**src/rtl/p2s_pkg.sv**
```systemverilog
// Shared types for the p2s_tx serialiser: FSM state encoding and state helpers.
package p2s_pkg;

    typedef enum logic [2:0] {
        IDLE,
        SHIFT_LO,
        SHIFT_HI,
        LATCH,
        DONE
    } p2s_state_t;

    function automatic logic is_shift(input p2s_state_t st);
        return (st == SHIFT_LO) || (st == SHIFT_HI);
    endfunction

    function automatic logic is_timed(input p2s_state_t st);
        return (st == SHIFT_LO) || (st == SHIFT_HI) || (st == LATCH);
    endfunction

endpackage

```
**src/rtl/p2s_tick.sv**
```systemverilog
// Phase-tick generator: counts DIV cycles while enabled, pulses o_tick on the final count.
module p2s_tick #(
    parameter int DIV = 4
) (
    input  logic i_clk,
    input  logic i_rst_n,
    input  logic i_en,
    output logic o_tick
);

    localparam int PW = $clog2(DIV + 1);
    localparam logic [PW-1:0] LAST = PW'(DIV - 1);

    logic [PW-1:0] r_phase;

    assign o_tick = i_en && (r_phase == LAST);

    // Dropping i_en acts as restart, so every timed state begins from phase 0.
    always_ff @(posedge i_clk) begin
        if (!i_rst_n) begin
            r_phase <= '0;
        end else if (!i_en || o_tick) begin
            r_phase <= '0;
        end else begin
            r_phase <= r_phase + PW'(1);
        end
    end

endmodule

```
**src/rtl/p2s_tx.sv**
```systemverilog
// Parallel-to-serial transmitter: shifts a WIDTH-bit frame out LSB first with
// a DIV-divided serial clock, then strobes s_lat and pulses done.
module p2s_tx
    import p2s_pkg::*;
#(
    parameter int WIDTH = 64,
    parameter int DIV   = 4
) (
    input  logic             clk,
    input  logic             rst_n,
    input  logic             start,
    input  logic [WIDTH-1:0] data,
    output logic             busy,
    output logic             done,
    output logic             s_clk,
    output logic             s_dat,
    output logic             s_lat
);

    localparam int BW = $clog2(WIDTH + 1);
    localparam logic [BW-1:0] LAST_BIT = BW'(WIDTH - 1);

    p2s_state_t       r_state;
    p2s_state_t       w_state_nxt;
    logic [WIDTH-1:0] r_buf;
    logic [WIDTH-1:0] w_buf_nxt;
    logic [BW-1:0]    r_bit_cnt;
    logic [BW-1:0]    w_bit_cnt_nxt;
    logic             w_phase_en;
    logic             w_tick;

    assign w_phase_en = is_timed(r_state);

    p2s_tick #(
        .DIV (DIV)
    ) u_tick (
        .i_clk   (clk),
        .i_rst_n (rst_n),
        .i_en    (w_phase_en),
        .o_tick  (w_tick)
    );

    always_comb begin
        w_state_nxt   = r_state;
        w_buf_nxt     = r_buf;
        w_bit_cnt_nxt = r_bit_cnt;
        case (r_state)
            IDLE: begin
                if (start) begin
                    w_buf_nxt     = data;
                    w_bit_cnt_nxt = '0;
                    w_state_nxt   = SHIFT_LO;
                end
            end
            SHIFT_LO: begin
                if (w_tick) w_state_nxt = SHIFT_HI;
            end
            SHIFT_HI: begin
                if (w_tick) begin
                    w_buf_nxt     = {1'b0, r_buf[WIDTH-1:1]};
                    w_bit_cnt_nxt = r_bit_cnt + BW'(1);
                    w_state_nxt   = (r_bit_cnt == LAST_BIT) ? LATCH : SHIFT_LO;
                end
            end
            LATCH: begin
                if (w_tick) w_state_nxt = DONE;
            end
            DONE:    w_state_nxt = IDLE;
            default: w_state_nxt = IDLE;
        endcase
    end

    // Outputs are registered from the next-state values so they line up with
    // r_state while still having no combinational path from the inputs.
    always_ff @(posedge clk) begin
        if (!rst_n) begin
            r_state   <= IDLE;
            r_buf     <= '0;
            r_bit_cnt <= '0;
            busy      <= 1'b0;
            done      <= 1'b0;
            s_clk     <= 1'b0;
            s_dat     <= 1'b0;
            s_lat     <= 1'b0;
        end else begin
            r_state   <= w_state_nxt;
            r_buf     <= w_buf_nxt;
            r_bit_cnt <= w_bit_cnt_nxt;
            busy      <= (w_state_nxt != IDLE);
            done      <= (w_state_nxt == DONE);
            s_clk     <= (w_state_nxt == SHIFT_HI);
            s_lat     <= (w_state_nxt == LATCH);
            s_dat     <= is_shift(w_state_nxt) ? w_buf_nxt[0] : 1'b0;
        end
    end

endmodule

```
**config.mk**
```make
export PLATFORM = sky130hd
export DESIGN_NAME = p2s_tx
export DESIGN_NICKNAME = d
export VERILOG_FILES = /design/src/rtl/p2s_pkg.sv /design/src/rtl/p2s_tick.sv /design/src/rtl/p2s_tx.sv
export SDC_FILE = /design/constraint.sdc
export NUM_CORES = 1
export LEC_CHECK = 0
export CORE_MARGIN = 2
export CORE_UTILIZATION = 45
export CTS_CLUSTER_DIAMETER = 60
export DETAILED_ROUTE_END_ITERATION = 6
export PLACE_DENSITY = 0.78
export SLEW_MARGIN = 20
export SYNTH_ARGS = -nofsm -noshare
export SYNTH_HDL_FRONTEND = slang
export SYNTH_SLANG_ARGS = --single-unit
```
**constraint.sdc**
```tcl
create_clock -name clk -period 1.8 [get_ports clk]
set_clock_uncertainty 0.1 [all_clocks]
set_input_delay 0.54 -clock clk [delete_from_list [all_inputs] [get_ports clk]]
set_output_delay 0.54 -clock clk [all_outputs]
set_load 0.1 [all_outputs]
```
Yosys cells after proc, flatten, opt, wreduce, memory -nomap -nowiden --
Index checks and enable logic that the tools add are counted.
Word-level totals: register bits 82, logic and storage cells 48, input port bits 67, output and inout port bits 5
Operators by class: muxes and demuxes 12, bitwise operators 1, reductions and logical operators 12, add/sub/neg operators 2, equality and inequality tests 11
Operators by type and width (number):
- $mux 64 | 2
- $pmux 64 s2 | 1
- $eq 3x2->1 const B | 5
- $mux 7 | 2
- $pmux 7 s2 | 1
- $mux 3 | 4
- $pmux 3 s4 | 1
- $add 7x1->7 const B | 1
- $eq 7x6->1 const B | 1
- $eq 3x1->1 const B | 2
- $logic_or 1x1->1 | 4
- $add 3x1->3 const B | 1
- $eq 3x3->1 const B | 1
- $logic_not 3->1 | 1
- $reduce_and 3->1 | 1
- $reduce_bool 3->1 | 1
- $mux 2 | 1
- $ne 2x1->1 const B | 1
- $ne 2x2->1 const B | 1
- $reduce_and 2->1 | 1
- $reduce_bool 2->1 | 1
- $reduce_or 2->1 | 1
- $logic_and 1x1->1 | 1
- $logic_not 1->1 | 1
- $not 1->1 | 1

Logic depth before layout (Yosys ltp) --
Gate-level depths: netlist of the first run.
depth in word-level cells 9, mapped depth 8, gate-level depth less buffers 6

By module --
Synthesis of the first run repeated with hierarchy kept, for this count alone.
Unflattened totals: cells, all modules 387, area total of the unflattened synthesis 3585.9 um^2
By module, submodules not included:
- p2s_tx | cells an instance 377, seq. area each 1581.5 um^2, instances 1, area an instance 3453.3 um^2
- p2s_tick | cells an instance 10, seq. area each 60.1 um^2, instances 1, area an instance 132.6 um^2

Worst setup path after synthesis of the first run --
Ideal clock, no wire load.
kind register -> register, start point register u_tick.r_phase[0], end point register r_buf[1], path buffers 3, setup slack -76 ps, cell stages (with the launch flop) 9, arrival 1650 ps, cell sequence dfxtp_1 -> ha_1 -> ha_1 -> buf_2 -> and3_1 -> buf_2 -> clkbuf_1 -> a222oi_1 -> nor2b_1
On the way: word-level cells in the longest chain between the ends 4
RTL lines:
- start: declaration | line p2s_tick.sv:14 | logic [PW-1:0] r_phase;
- start signal: assignment | line p2s_tick.sv:25 | r_phase <= r_phase + PW'(1);
- $eq 3x2->1 | line p2s_tick.sv:16 | assign o_tick = i_en && (r_phase == LAST);
- $logic_and 1x1->1 | line p2s_tick.sv:16
- $ne 2x1->1 (no source line)
- $reduce_and 3->1 (no source line)
- end signal: assignment | line p2s_tx.sv:87 | r_buf <= w_buf_nxt;
- end: declaration | line p2s_tx.sv:25 | logic [WIDTH-1:0] r_buf;
Every way passes these cells. A chain may end at the register's enable or synchronous reset.

Worst setup path after layout of the first run --
start point register u_tick.r_phase[0], end point register r_buf[44]
Same word-level chain as after synthesis.

==> impl_metrics.py, run 1 <==
metrics = {
    "outcome": {
        "status": "finished, final reports clean",
    },
    "worst_setup_path": {
        "reg2reg_depth": 7,
        "path_delay_family": "compound AO/OA/AOI/OAI gates",
        "start_kind": "flip-flop",
        "cp.required_ns": 1.94,
        "slowest_stage": "a222oi_1",
        "path_depth": 7,
        "cp_common_cell": "ha_4",
        "critPathMaxStageDelay_ns": 0.38,
        "path_cells": "ha_4 -> ha_4 -> mux2_4 -> nand2_8 -> buf_12 -> a222oi_1 -> nor2b_1",
        "crit_path_end_kind": "flip-flop",
        "arrival_ns": 1.90,
        "worstPathMaxFanout": 15,
        "path_class": "reg -> reg",
        "worst-path-buf-inv": 1,
    },
    "floorplanning": {
        "dieArea_um2": 7920,
        "die_h_um": 89.0,
        "start_util_pct": 47.1,
        "rows": 30,
        "die_w_um": 89.0,
        "core_area_um2": 6910,
        "pin_count": 72,
    },
    "drt": {
        "num_vias": 2786,
        "first_iter_violations": 343,
        "drtAntennaViolNets": 0,
        "drtPass1Iterations": 7,
        "avgViaCountPerCell": 5.73,
        "drt_wl_total_um": 7580,
        "wl_per_cell_um": 15.6,
        "drc": 0,
    },
    "finish": {
        "n_antenna_cell": 0,
        "fillers": 577,
        "nets": 455,
        "fin_cells": 486,
        "multi_input_area_um2": 1500,
        "drive_gt1_share_pct": 16.2,
        "utilization_pct": 65.8,
        "syn_to_final_growth_pct": 39.8,
        "fin_area_um2": 4550,
        "seq_area_um2": 1640,
    },
    "timing": {
        "setup_viol": 0,
        "max_slew_margin_pct": 76.2,
        "finalMaxSlewViolations": 0,
        "tightest_slew_ns": 0.358,
        "fmax_ghz": 0.566,
        "post-route-period-util_pct": 98.1,
        "timing.setup.tns_ns": 0,
        "hold_violations": 0,
        "fin_crit_ns": 1.77,
        "fin_ws_ns": 0.0348,
        "grt_setup_unrepaired": "yes",
    },
    "logic_synthesis": {
        "synth-seq-cells": 82,
        "synthFlopType": "dfxtp_1",
        "yosys.area.top_type": "dfxtp_1",
        "syn_nets": 378,
        "synth_top_area_share_pct": 50.5,
        "synth_area_per_cell_um2": 10.6,
        "yosysWarningCount": 0,
        "synth_cells": 308,
        "synth_edf_count": 0,
        "async_flop_share_pct": 0,
        "yosys-top-cells-count": "dfxtp_1, nor2b_1, a222oi_1",
        "yosysSeqAreaShare_pct": 50.5,
        "synth.most_common_cell": "dfxtp_1",
        "synth_area_um2": 3250,
        "synthTopCellsByArea": "dfxtp_1, a222oi_1, nor2b_1",
        "synth_cell_types": 32,
    },
    "cts": {
        "clock-sinks": 82,
        "postCtsHoldBufs": 0,
        "clk_path_buf_depth": 2,
        "cts_tree": "yes",
        "cts_max_level": 3,
        "clk_latency_ns": 0.35,
        "cts_buffers": 9,
        "clk_pin_slew_ns": 0.09,
        "cts_root_buf": "clkbuf_8",
    },
    "place": {
        "gp_congestion": 0.842,
        "dp_slack_ns": -0.438,
        "dp_hpwl_um": 4930,
        "placed_cells": 466,
        "placed_cell_area_um2": 4180,
        "port_buffers": 71,
    },
    "global_route": {
        "grt_max_degree": 40,
        "grt_pass1_vias": 2624,
        "grt_pass1_wl_um": 11500,
        "globalRouteOverflowTotal": 0,
        "grt_use_total_pct": 18.9,
        "antenna_found_initial": 0,
    },
    "min_path": {
        "hp-class": "reg -> reg",
        "holdPathStages": 2,
    },
    "power": {
        "peakVddDrop_v": 0.000487,
        "pwr-share-comb_pct": 13.6,
        "switching_power_uw": 967,
        "leakage_nw": 1.66,
        "share_seq_of_total_power_pct": 48.9,
        "swShare_pct": 24.2,
        "p_int_mw": 3.03,
        "p_clk_share_pct": 37.5,
        "cellPowerDensity_nw_per_um2": 880,
    },
    "flow_run": {
        "cap_violations": 0,
    },
}
[layer usage]
| metal | track usage (%) | part of all wire (%) |
|---|---|---|
| met3 | 6.28 | 6.3 |
| met5 | 0 | 0 |
| met4 | 8.01 | 1.8 |
| met1 | 21.7 | 42 |
| met2 | 32.4 | 50 |
[final cells by class]
| class | count | share of cell area, % |
|---|---|---|
| sequential | 82 | 36.2 |
| multi-input combinational | 192 | 32.9 |
| timing repair buffer | 97 | 23.0 |
| clock buffer | 9 | 2.72 |
| tap | 96 | 2.64 |
| clock inverter | 7 | 2.31 |
| inverter | 3 | 0.248 |
[tightest hold or removal path: stages, from the launching register on]
cell     delay (ns)
dfxtp_2        0.35
buf_4          0.10
nor2_1         0.03
[through the flow]
stage | power, mW | hold slack (ns)
finish | 4.00 | 0.417
global route | 4.18 | 0.441
CTS | 4.03 | 0.310
detailed placement | 2.50 | 0.327
global placement | 2.48 | 0.309
floorplan | 2.26 | 0.299
[path summary, 6_finish.rpt]
path | from | slack [ns] | endpoint
setup / recovery | u_tick.r_phase[0] | 0.03 | r_buf[44]
hold / removal | u_tick.r_phase[0] | 0.42 | u_tick.r_phase[0]
setup reg to reg | u_tick.r_phase[0] | 0.03 | r_buf[44]
hold reg to reg | u_tick.r_phase[0] | 0.42 | u_tick.r_phase[0]
[state kept, by name, summed over array words and instances (netlist names)]
signal / count
s_clk: 1
s_lat: 1
r_bit_cnt: 7
r_state: 3
s_dat: 1
u_tick.r_phase: 3
done: 1
busy: 1
r_buf: 64
[power groups by stage]
stage	Clock, mW	Combinational [mW]	Sequential, mW
6_report	1.50	0.543	1.96
5_1_grt	1.63	0.585	1.97
4_1_cts	1.55	0.528	1.95
3_5_place_dp	0	0.503	2.00
3_3_place_gp	0	0.493	1.99
2_1_floorplan	0	0.260	2.00
[timing repair]
| item | CTS | global route |
|---|---|---|
| endpoints found under the setup margin | 50 | 68 |
| setup buffers | 1 | 1 |
| gates resized for setup | 7 | 9 |
| pin swaps | 20 | 14 |
| gates cloned | 1 | 1 |
[kinds of logic (layout without fill, tap and decap cells)]
logic type               Yosys count  count (layout)  synth area share, %
XOR/XNOR                           6               6                 1.62
AND/OR/NAND/NOR                  109             109                 19.2
adder cells (fa/ha/maj)            3               3                 1.15
flip-flops                        82              82                 50.5
buffers and inverters             34             116                 5.31
multiplexers                       4               4                 1.35
AO/OA/AOI/OAI                     70              70                 20.9
[cell usage in the layout, fill, tap and decap left out, drive strengths merged]
| master | instances |
|---|---|
| dfxtp | 82 |
| nor2b | 65 |
| clkdlybuf4s50 | 64 |
| a222oi | 63 |
| buf | 31 |
| nor2 | 19 |
| clkbuf | 10 |
| nand2 | 7 |
| inv | 7 |
| nand3 | 5 |
| xnor2 | 4 |
| nor3 | 4 |
| mux2 | 3 |
| ha | 3 |
| a21oi | 2 |
| nor4 | 2 |
| xor2 | 2 |
| bufinv | 2 |
| nand2b | 2 |
| a311oi | 2 |
| or2 | 1 |
| nor3b | 1 |
| and3 | 1 |
| or4 | 1 |
| mux2i | 1 |
| nand4b | 1 |
| a21boi | 1 |
| o21ai | 1 |
| a22oi | 1 |
| clkinvlp | 1 |
| dlymetal6s2s | 1 |
No activity file was read; power rests on OpenSTA's default activity.
==> inputs of run 2 (changes only) <==
==> constraint.sdc (replaced) <==
create_clock -name clk -period 1.44 [get_ports clk]
set_clock_uncertainty 0.1 [all_clocks]
set_input_delay 0.432 -clock clk [delete_from_list [all_inputs] [get_ports clk]]
set_output_delay 0.432 -clock clk [all_outputs]
set_load 0.1 [all_outputs]
==> impl_metrics.py, run 2 (synthesis gave the netlist of run 1 again) <==
metrics = {
    "outcome": {
        "status": "complete, but fails checks",
        "violations": "DRC, setup timing",
    },
    "power": {
        "cellPowerDensity_nw_per_um2": 972,
        "share_seq_of_total_power_pct": 50.6,
        "p_clk_share_pct": 33.4,
        "peakVddDrop_v": 0.000562,
        "switching_power_mw": 1.21,
        "leakage_nw": 1.82,
        "p_int_mw": 3.64,
        "pwr-share-comb_pct": 16.0,
        "swShare_pct": 25.0,
    },
    "global_route": {
        "grt_use_total_pct": 20.9,
        "antenna_found_initial": 0,
        "grt_pass1_vias": 2780,
        "grt_pass1_wl_um": 12700,
        "globalRouteOverflowTotal": 0,
        "grt_max_degree": 40,
    },
    "cts": {
        "cts_root_buf": "clkbuf_8",
        "cts_buffers": 9,
        "cts_tree": "yes",
        "clk_latency_ns": 0.35,
        "clk_path_buf_depth": 2,
        "clk_pin_slew_ns": 0.08,
        "cts_max_level": 3,
        "postCtsHoldBufs": 0,
        "clock-sinks": 82,
    },
    "drt": {
        "wl_per_cell_um": 18.9,
        "drtPass1Iterations": 7,
        "avgViaCountPerCell": 5.91,
        "drtAntennaViolNets": 0,
        "first_iter_violations": 371,
        "drt_wl_total_um": 9690,
        "drc": 25,
        "num_vias": 3026,
    },
    "floorplanning": {
        "core_area_um2": 6910,
        "start_util_pct": 47.1,
        "die_h_um": 89.0,
        "dieArea_um2": 7920,
        "die_w_um": 89.0,
        "pin_count": 72,
        "rows": 30,
    },
    "finish": {
        "nets": 481,
        "n_antenna_cell": 0,
        "regMostFlops": "r_buf",
        "fillers": 484,
        "largest_reg_flops": 64,
        "layout_common_cells": "dfxtp_1, nor2b_1, clkdlybuf4s50_1",
        "fin_area_um2": 4990,
        "drive_gt1_share_pct": 26.9,
        "syn_to_final_growth_pct": 53.4,
        "reg.largest.list": "r_buf: 64 flops, r_bit_cnt: 7 flops",
        "seq_area_um2": 1660,
        "mostFrequentLayoutCell": "dfxtp_1",
        "multi_input_area_um2": 1670,
    },
    "timing": {
        "timing.hold.ws_ns": 0.326,
        "fmax_ghz": 0.537,
        "fin_crit_ns": 1.86,
        "hold_violations": 0,
        "max_slew_margin_pct": 73.5,
        "setup_viol": 76,
        "grt_setup_unrepaired": "yes",
        "post-route-period-util_pct": 129,
        "fin_ws_ns": -0.422,
        "tightest_slew_ns": 0.397,
        "finalMaxSlewViolations": 0,
    },
    "worst_setup_path": {
        "arrival_ns": 1.99,
        "path_cells": "ha_4 -> ha_4 -> buf_6 -> and3_4 -> clkbuf_16 -> a222oi_1 -> nor2b_1",
        "cp_common_cell": "ha_4",
        "reg2reg_from": "u_tick.r_phase[0]",
        "crit_path_end_kind": "flip-flop",
        "reg2reg_depth": 7,
        "path_class": "reg -> reg",
        "critPathMaxStageDelay_ns": 0.38,
        "worstPathMaxFanout": 17,
        "slowest_stage": "a222oi_1",
        "cp.required_ns": 1.56,
        "rrSetupSlack_ns": -0.42,
        "start_kind": "flip-flop",
        "r2r_end": "r_buf[32]",
    },
    "place": {
        "gp_congestion": 0.802,
        "port_buffers": 71,
        "dp_hpwl_um": 5220,
        "dp_slack_ns": -0.678,
        "placed_cell_area_um2": 4310,
    },
    "min_path": {
        "holdPathStages": 1,
        "hp-class": "reg -> reg",
        "min-delay-start": "u_tick.r_phase[0]",
        "whs_endpoint": "u_tick.r_phase[0]",
    },
    "flow_run": {
        "cap_violations": 0,
    },
}
==> run 2: how the worst max path moves through the flow <==
stage                      startpoint         to  slack (ns)  depth (start not counted)
finish              u_tick.r_phase[0]  r_buf[32]       -0.42                          7
global route        u_tick.r_phase[0]  r_buf[32]       -0.43                          7
CTS                 u_tick.r_phase[0]  r_buf[55]       -0.30                          7
detailed placement              start  r_buf[55]       -0.68                          6
global placement                start  r_buf[31]       -0.64                          6
floorplan           u_tick.r_phase[0]   r_buf[1]       -0.29                          8
==> run 2: per-stage QoR <==
| step | instances | TNS [ns] | power (mW) | util (%) |
|---|---|---|---|---|
| detailed placement | 477 | -45.68 | 3.13 | 62.4 |
| global placement | 477 | -43.49 | 3.11 | 62.4 |
| CTS | 499 | -17.84 | 4.77 | 68.1 |
| global route | 512 | -24.15 | 5.01 | 72.2 |
| finish | 512 | -19.99 | 4.85 | 72.2 |
| floorplan | 308 | -17.72 | 2.84 | - |
==> run 2: critical path, delay by kind of cell, from the launching register on <==
family / cells / cell delay, ns
AO/OA/AOI/OAI: 1 / 0.38
adder cells (fa/ha/maj): 2 / 0.31
buffers and inverters: 2 / 0.30
flip-flops: 1 / 0.34
AND/OR/NAND/NOR: 2 / 0.30
==> run 2: final cells by class <==
class,instances,share of cell area [%]
clock inverter,5,1.10
tap,96,2.41
timing repair buffer,121,27.0
multi-input combinational,194,33.4
inverter,3,0.226
clock buffer,11,2.63
sequential,82,33.2
==> run 2: what timing repair did <==
| action | in CTS | in global routing |
|---|---|---|
| gates cloned | 2 | 8 |
| buffers inserted | 4 | 6 |
| resized for setup | 41 | 15 |
| endpoints found under the setup margin | 78 | 79 |
| pin swaps | 19 | 49 |
==> run 2: power by group through the flow <==
stage                     logic, mW  clock network, mW  registers (mW)
after CTS                     0.689               1.63            2.45
after global placement        0.620                  0            2.49
after floorplan               0.339                  0            2.50
after global routing          0.825               1.72            2.46
after detailed placement      0.633                  0            2.50
final                         0.778               1.62            2.45
==> run 2: per-layer routing <==
metal  share of wire (%)  routed length (µm)  track usage [%]
met1                  40                3880             24.3
met2                  53                5160             37.4
met3                 4.7                 454             3.23
met4                 2.0                 193             10.0
met5                   0                   0                0
